==> src/rtl/hazard_pkg.sv <==
// Shared encodings for the pipeline hazard controller: forwarding selects and
// the packed layout of one scoreboard entry ({rd, mem_read, reg_write, valid}).
package hazard_pkg;

  localparam logic [1:0] FWD_RF    = 2'b00;
  localparam logic [1:0] FWD_EXMEM = 2'b01;
  localparam logic [1:0] FWD_MEMWB = 2'b10;

  localparam int SB_VALID  = 0;
  localparam int SB_RW     = 1;
  localparam int SB_MR     = 2;
  localparam int SB_FLAG_W = 3;

  // rd occupies the bits above the flags
  function automatic int sb_w(input int ra_w);
    return ra_w + SB_FLAG_W;
  endfunction

endpackage

==> src/rtl/sat_counter.sv <==
// Saturating event counter with synchronous clear (clear wins over increment).
module sat_counter #(
  parameter int W = 32
) (
  input  logic         clk,
  input  logic         arst,
  input  logic         inc,
  input  logic         clr,
  output logic [W-1:0] cnt
);

  logic [W-1:0] r_cnt;

  always_ff @(posedge clk or posedge arst) begin
    if (arst)                       r_cnt <= '0;
    else if (clr)                   r_cnt <= '0;
    else if (inc && (r_cnt != '1))  r_cnt <= r_cnt + W'(1);
  end

  assign cnt = r_cnt;

endmodule

==> src/rtl/hazard_ctrl.sv <==
// Pipeline control for the 5-stage core: shadow scoreboard of EX/MEM/WB,
// hold/flush enables, EX forwarding selects and stall/flush counters.
module hazard_ctrl
  import hazard_pkg::*;
#(
  parameter int REG_ADDR_W = 5,
  parameter int FWD_EN     = 1,
  parameter int CNT_W      = 32
) (
  input  logic                  clk,
  input  logic                  arst,
  input  logic                  enable,
  input  logic                  id_valid,
  input  logic [REG_ADDR_W-1:0] id_rs1,
  input  logic [REG_ADDR_W-1:0] id_rs2,
  input  logic                  id_uses_rs1,
  input  logic                  id_uses_rs2,
  input  logic [REG_ADDR_W-1:0] id_rd,
  input  logic                  id_reg_write,
  input  logic                  id_mem_read,
  input  logic                  branch_taken,
  input  logic                  clr_cnt,
  output logic                  pc_write_en,
  output logic                  if_id_en,
  output logic                  id_ex_en,
  output logic                  if_id_flush,
  output logic                  id_ex_flush,
  output logic                  ex_mem_flush,
  output logic [1:0]            fwd_a,
  output logic [1:0]            fwd_b,
  output logic [CNT_W-1:0]      stall_cnt,
  output logic [CNT_W-1:0]      flush_cnt
);

  localparam int SB_W = sb_w(REG_ADDR_W);

  typedef logic [SB_W-1:0]       entry_t;
  typedef logic [REG_ADDR_W-1:0] ra_t;

  // x0 is hardwired zero, so it never creates a dependency
  function automatic logic hit(input logic used, input ra_t src, input entry_t e);
    return used && (src != '0) && e[SB_VALID] && e[SB_RW] &&
           (e[SB_W-1:SB_FLAG_W] == src);
  endfunction

  // Youngest producer (MEM) wins; loads in MEM are covered by the load-use stall
  function automatic logic [1:0] fwd_sel(input logic used, input ra_t src,
                                         input entry_t mem, input entry_t wb);
    if (hit(used, src, mem) && !mem[SB_MR]) return FWD_EXMEM;
    if (hit(used, src, wb))                 return FWD_MEMWB;
    return FWD_RF;
  endfunction

  entry_t r_ex, r_mem, r_wb;
  ra_t    r_ex_rs1, r_ex_rs2;
  logic   r_ex_use1, r_ex_use2;

  logic   w_ex_hit, w_mem_hit, w_stall, w_stall_eff, w_br, w_ex_load;
  entry_t w_id_entry;

  always_comb begin
    w_ex_hit  = id_valid && (hit(id_uses_rs1, id_rs1, r_ex) ||
                             hit(id_uses_rs2, id_rs2, r_ex));
    w_mem_hit = id_valid && (hit(id_uses_rs1, id_rs1, r_mem) ||
                             hit(id_uses_rs2, id_rs2, r_mem));
    if (FWD_EN != 0) begin
      w_stall = w_ex_hit && r_ex[SB_MR];
      fwd_a   = fwd_sel(r_ex_use1, r_ex_rs1, r_mem, r_wb);
      fwd_b   = fwd_sel(r_ex_use2, r_ex_rs2, r_mem, r_wb);
    end else begin
      w_stall = w_ex_hit || w_mem_hit;
      fwd_a   = FWD_RF;
      fwd_b   = FWD_RF;
    end
  end

  // A taken branch discards the stalled (wrong-path) instruction instead
  assign w_stall_eff  = w_stall & ~branch_taken;
  assign w_br         = branch_taken & enable;
  assign w_ex_load    = ~(w_stall_eff | branch_taken);
  assign w_id_entry   = {id_rd, id_mem_read, id_reg_write, id_valid};

  assign pc_write_en  = enable & ~w_stall_eff;
  assign if_id_en     = enable & ~w_stall_eff;
  assign id_ex_en     = enable;
  assign id_ex_flush  = enable & (w_stall_eff | branch_taken);
  assign if_id_flush  = w_br;
  assign ex_mem_flush = w_br;

  always_ff @(posedge clk or posedge arst) begin
    if (arst) begin
      r_ex      <= '0;
      r_mem     <= '0;
      r_wb      <= '0;
      r_ex_rs1  <= '0;
      r_ex_rs2  <= '0;
      r_ex_use1 <= 1'b0;
      r_ex_use2 <= 1'b0;
    end else if (enable) begin
      r_ex      <= w_ex_load ? w_id_entry : '0;
      r_ex_rs1  <= w_ex_load ? id_rs1 : '0;
      r_ex_rs2  <= w_ex_load ? id_rs2 : '0;
      r_ex_use1 <= w_ex_load & id_valid & id_uses_rs1;
      r_ex_use2 <= w_ex_load & id_valid & id_uses_rs2;
      r_mem     <= branch_taken ? '0 : r_ex;
      r_wb      <= r_mem;
    end
  end

  sat_counter #(.W(CNT_W)) u_stall_cnt (
    .clk (clk),
    .arst(arst),
    .inc (enable & w_stall_eff),
    .clr (clr_cnt),
    .cnt (stall_cnt)
  );

  sat_counter #(.W(CNT_W)) u_flush_cnt (
    .clk (clk),
    .arst(arst),
    .inc (w_br),
    .clr (clr_cnt),
    .cnt (flush_cnt)
  );

endmodule

==> config.mk <==
export PLATFORM = sky130hd
export DESIGN_NAME = hazard_ctrl
export DESIGN_NICKNAME = d
export VERILOG_FILES = /design/src/rtl/hazard_pkg.sv /design/src/rtl/sat_counter.sv /design/src/rtl/hazard_ctrl.sv
export SDC_FILE = /design/constraint.sdc
export NUM_CORES = 1
export LEC_CHECK = 0
export ABC_AREA = 1
export BUFFER_PORTS_ARGS = -buffer_cell sky130_fd_sc_hd__buf_2
export CAP_MARGIN = 20
export CORE_AREA = 2 2 122 94
export DETAILED_ROUTE_END_ITERATION = 6
export DIE_AREA = 0 0 124 96
export MAX_ROUTING_LAYER = met4
export PLACE_DENSITY = 0.83
export SETUP_SLACK_MARGIN = 0.1
export SYNTH_ARGS = -nofsm -noshare
export SYNTH_HDL_FRONTEND = slang
export SYNTH_HIERARCHICAL = 1
export SYNTH_SLANG_ARGS = --single-unit
export TNS_END_PERCENT = 50
==> constraint.sdc <==
create_clock -name clk -period 5 [get_ports clk]
set_clock_uncertainty 0.2 [all_clocks]
set_input_delay 1.25 -clock clk [delete_from_list [all_inputs] [get_ports clk]]
set_output_delay 1.25 -clock clk [all_outputs]
set_load 0.1 [all_outputs]
# Word-level counts from Yosys, hierarchy flattened
# Index checks and enable logic that the tools add are counted.
[totals]
regBits = 100
input_bits = 25
output_inout_bits = 74
word_cells = 89
[op_classes]
n_addsub = 2
n_eq_ne = 8
mux = 22
n_bitwise = 12
n_reduce_logical = 36
[ops]
columns = ["cell", "n"]
rows = [
  ["two-way mux 32 bit", 4],
  ["adder 32 x 1 -> 32 bit (second input constant)", 2],
  ["!= test 32 bit (second input constant)", 2],
  ["equality test 5 bit", 6],
  ["logical AND 1 bit", 28],
  ["nonzero test 5 bit", 4],
  ["two-way mux 2 bit", 8],
  ["two-way mux 8 bit", 2],
  ["two-way mux 5 bit", 2],
  ["bitwise AND 1 bit", 8],
  ["two-way mux 1 bit", 6],
  ["nonzero test 2 bit", 2],
  ["NOT 1 bit", 3],
  ["zero test 1 bit", 1],
  ["logical OR 1 bit", 1],
  ["bitwise OR 1 bit", 1],
]

# Logic depth before layout (Yosys ltp)
[logic_depth]
depth_word = 13
mapped_depth = 14
ltp_nobuf = 13

# By module
# The synthesis kept the hierarchy.
[modules_own_cells]
columns = ["module", "n_inst", "cells_each", "area_per_inst_um2", "seq_area_each_um2"]
rows = [
  ["sat_counter", 2, 360, 2274.7, 800.8],
  ["hazard_ctrl", 1, 279, 2037.0, 875.8],
]

# Worst setup path after synthesis
# Ideal clock, no wire load.
[synth_timing]
kind = "reg-to-output"
from = "register r_ex_rs1[0]"
to = "output fwd_a[1]"
arrival_ps = 3379
required_ps = 3550
path_slack_ps = 171
stages_incl_launch_ff = 6
n_path_buf = 0
path_cell_list = "dfrtp_1 -> nor4_1 -> nand2_1 -> nand2_1 -> nor2_1 -> nor3_1"
[synth_via]
elab_chain_cells = 9
word_cells_on_any_way = 17
cone_classes = "eq/ne (2); mux (6); reduce/logical (9)"
[synth_rtl]
columns = ["item", "line", "source"]
rows = [
  ["start: declaration", "hazard_ctrl.sv:55", "ra_t r_ex_rs1, r_ex_rs2;"],
  ["start signal: assignment", "hazard_ctrl.sv:101", "r_ex_rs1 <= w_ex_load ? id_rs1 : '0;"],
  ["nonzero test 5 bit", "hazard_ctrl.sv:42", "return used && (src != '0) && e[SB_VALID] && e[SB_RW] &&"],
  ["logical AND 1 bit (4 in a row)", "hazard_ctrl.sv:42", ""],
  ["two-way mux 1 bit (2 in a row)", "hazard_ctrl.sv:50", "if (hit(used, src, wb)) return FWD_MEMWB;"],
  ["two-way mux 2 bit", "hazard_ctrl.sv:51", "return FWD_RF;"],
  ["two-way mux 2 bit *", "hazard_ctrl.sv:50", ""],
  ["end: declaration", "hazard_ctrl.sv:29", "output logic [1:0] fwd_a,"],
]
# Mark *: on every way between the ends. The rest lies on a longest branch, timed or not. The select of a mux whose other input is x is not followed.

# Final worst setup path
[layout_timing]
from = "input id_rs2[4]"
to = "output id_ex_flush"
[layout_via]
elab_chain_cells = 11
word_cells_on_any_way = 12
cone_classes = "eq/ne (1); bitwise (3); reduce/logical (8)"
[layout_rtl]
columns = ["item", "line", "source"]
rows = [
  ["start: declaration", "hazard_ctrl.sv:15", "input logic [REG_ADDR_W-1:0] id_rs2,"],
  ["nonzero test 5 bit", "-", ""],
  ["logical AND 1 bit", "-", ""],
  ["logical AND 1 bit (2 in a row)", "hazard_ctrl.sv:42", ""],
  ["logical AND 1 bit *", "hazard_ctrl.sv:42", ""],
  ["logical OR 1 bit *", "hazard_ctrl.sv:62", "w_ex_hit = id_valid && (hit(id_uses_rs1, id_rs1, r_ex) ||"],
  ["logical AND 1 bit *", "hazard_ctrl.sv:62", ""],
  ["logical AND 1 bit *", "hazard_ctrl.sv:67", "w_stall = w_ex_hit && r_ex[SB_MR];"],
  ["bitwise AND 1 bit *", "hazard_ctrl.sv:78", "assign w_stall_eff = w_stall & ~branch_taken;"],
  ["bitwise OR 1 bit *", "hazard_ctrl.sv:86", "assign id_ex_flush = enable & (w_stall_eff | branch_taken);"],
  ["bitwise AND 1 bit *", "hazard_ctrl.sv:86", ""],
  ["end: declaration", "hazard_ctrl.sv:27", "output logic id_ex_flush,"],
]
# Mark *: on every way between the ends. The rest lies on a longest branch, timed or not.

==> metrics.yaml <==
status: "completed"
syn_nets: 1026
placed_cell_area_sq_mm: 0.00715
layout.nets: 1115
drive_gt1_share_pct: 15.8
synthTopCellsByCount: "387 x nand2_1, 131 x nor2_1, 100 x inv_1, 99 x dfrtp_1, 73 x nand3_1"
place_hpwl_microns: 12600
diodes: 0
die_h_microns: 96
period_needed_ns: 4.03
vias: 6572
grt_max_degree: 36
critPathLaunchType: "input pin"
p_leak_uw: 0.00386
wl_per_cell_microns: 13.9
rsz0062_at_grt: "no"
post-route-period-util_pct: 80.5
fin_tns_setup_ns: 0
fin_cells: 1233
critPathCaptureType: "output pin"
syn_inst: 999
drc: 0
drt-initial-drc-count: 649
die_area_sq_mm: 0.0119
setup_viol: 0
synth_edf_count: 0
worstPathArrival_ns: 2.58
syn_to_final_growth_pct: 12.8
hold_start: "r_ex_use2"
grt-ovfl-total: 0
core_sq_mm: 0.0107
grt_pass1_wl_microns: 28200
startpoint: "id_rs2[4]"
rows: 33
yosys-top-cells-area: "dfrtp_1 38%, nand2_1 22%, nor2_1 7.5%, inv_1 5.7%, nand3_1 5.5%"
syn_area_sq_mm: 0.00659
vias_per_cell: 5.33
peakVddDrop_uv: 189
yosys_most_used_dff: "dfrtp_1"
cpMaxStageDelayCell: "buf_2"
worst_pin_slew_ns: 0.723
min_path_cells: 2
insertion_delay_ns: 0.34
portBuffers: 98
routed_wl_microns: 17100
grt_pass1_vias: 5795
avgSynthCellArea_sq_um: 6.59
yosys_warnings: 6
slew-limit-headroom_pct: 51.8
synth_top_cell_by_area: "dfrtp_1"
ctsResizeCount: 0
dp_cells: 1217
start_util_pct: 61.4
path_clk_slew_ns: 0.07
firstDrtPassIters: 5
path_cells: "buf_2 > inv_1 > nand2_1 > nand3_1 > nor2_1 > nand3_1 > nand2_2 > nand2_4 > a21oi_1 > buf_2"
synth_top_area_share_pct: 37.6
synth_seq_cells: 99
path_class: "input pin to output pin"
crit_required_ns: 3.55
cts_sinks: 99
die_x_microns: 124
numCtsBuffers: 9
max_cap_violations: 0
hp-class: "register to register"
clockBufferDepth: 2
synth.most_common_cell: "nand2_1"
cts_hold_buf: 0
seq_area_frac_synth_pct: 37.6
synth_async_sr_flop_share_pct: 100
grtUsageTotal_pct: 31.0
r2r-start: "r_ex[6]"
power_density_mw_per_mm2: 227
post_synth_num_cell_types: 33
io_pins: 99
cts_root_buffer: "clkbuf_16"
critPathMaxFanout: 6
cts_tree: "done"
cts_max_level: 3
finalHoldViolations: 0
slew_violations: 0
stdcell_area_sq_mm: 0.00743
fmax_mhz: 248
antenna_found_initial: 0
post_cts_buffers: 0
max_stage_delay_ns: 0.45
antenna_left: 0
reg2regPathDepth: 13
gp_congestion: 0.973
## cells by family after synthesis
family | after synthesis | share of synthesized area [%]
flops | 99 | 37.6
buf+inv | 133 | 8.55
simple gates | 666 | 43.4
fa+ha+maj | 2 | 0.380
xor+xnor | 24 | 3.19
compound gates | 75 | 6.86
## path summary, 6_finish.rpt
kind / to / slack (ns)
worst max-delay path: id_ex_flush / 0.97
worst min-delay path: r_ex_use2 / 0.29
worst max register to register: u_stall_cnt/cnt[29] / 2.29
worst min register to register: r_ex_use2 / 0.29
max in group asynchronous: u_flush_cnt/cnt[8] / 3.18
min in group asynchronous: u_flush_cnt/cnt[16] / 0.76
## metal layers
layer / global-route usage, % / wire length [microns] / vias to the layer above
li1: - / - / 3292
met3: 4.98 / 1220 / 18
met1: 44.8 / 8270 / 3057
met4: 6.46 / 154 / 0
met5: - / 0 / -
met2: 46.2 / 7470 / 205
## critical path: cells and delay by family
kind                   cells  cell delay (ns)
AOI/OAI and AO/OA          1             0.17
buffers and inverters      3             0.63
and+or+nand+nor            6             0.52
## report_power, final
group | switching [uW] | internal [uW]
clock network | 306 | 353
logic | 129 | 50.3
registers | 27.7 | 822
## layout by cell type, fill, tap and decap left out, types with 3 or more instances in the layout
master	netlist	routed
nor3_1	8	8
xnor2_1	9	9
or2_2	4	4
o21ai_0	42	42
xor2_1	15	15
nand2_4	10	10
clkbuf_16	0	9
and2_1	4	4
clkinv_4	0	3
dfrtp_1	99	99
o21ai_2	16	16
nor2_1	131	131
a21oi_1	8	8
nor2_2	8	8
o21bai_1	4	4
o21ai_1	3	3
nand3_1	73	73
inv_1	100	100
nand2_1	387	387
buf_2	6	98
buf_4	3	9
nand2_2	7	7
nand4_1	26	26
## per-stage QoR
step	setup WS (ns)	total power (uW)	hold slack, ns	util, %
after global placement	1.02	1040	0.266	66.6
final	0.973	1690	0.292	69.2
after detailed placement	1.00	1040	0.267	66.6
after floorplan	0.171	995	0.250	-
after global routing	0.778	1760	0.294	69.2
after CTS	0.991	1700	0.286	69.2
## state kept, by name (all words and copies together), names as in the netlist
signal,cells
r_ex_rs1,5
u_stall_cnt/cnt,32
u_flush_cnt/cnt,32
r_wb,7
r_ex,8
r_ex_rs2,5
r_ex_use1,1
r_ex_use2,1
r_mem,8
## cell type report
type | instances | area (sq um)
clock buffer | 11 | 243
clock inverter | 5 | 38.8
fill | 964 | 3310
inverter | 104 | 390
multi-input combinational | 767 | 3550
sequential | 99 | 2480
tap | 140 | 175
timing repair buffer | 107 | 558
Power figures use the tool's default switching activity.
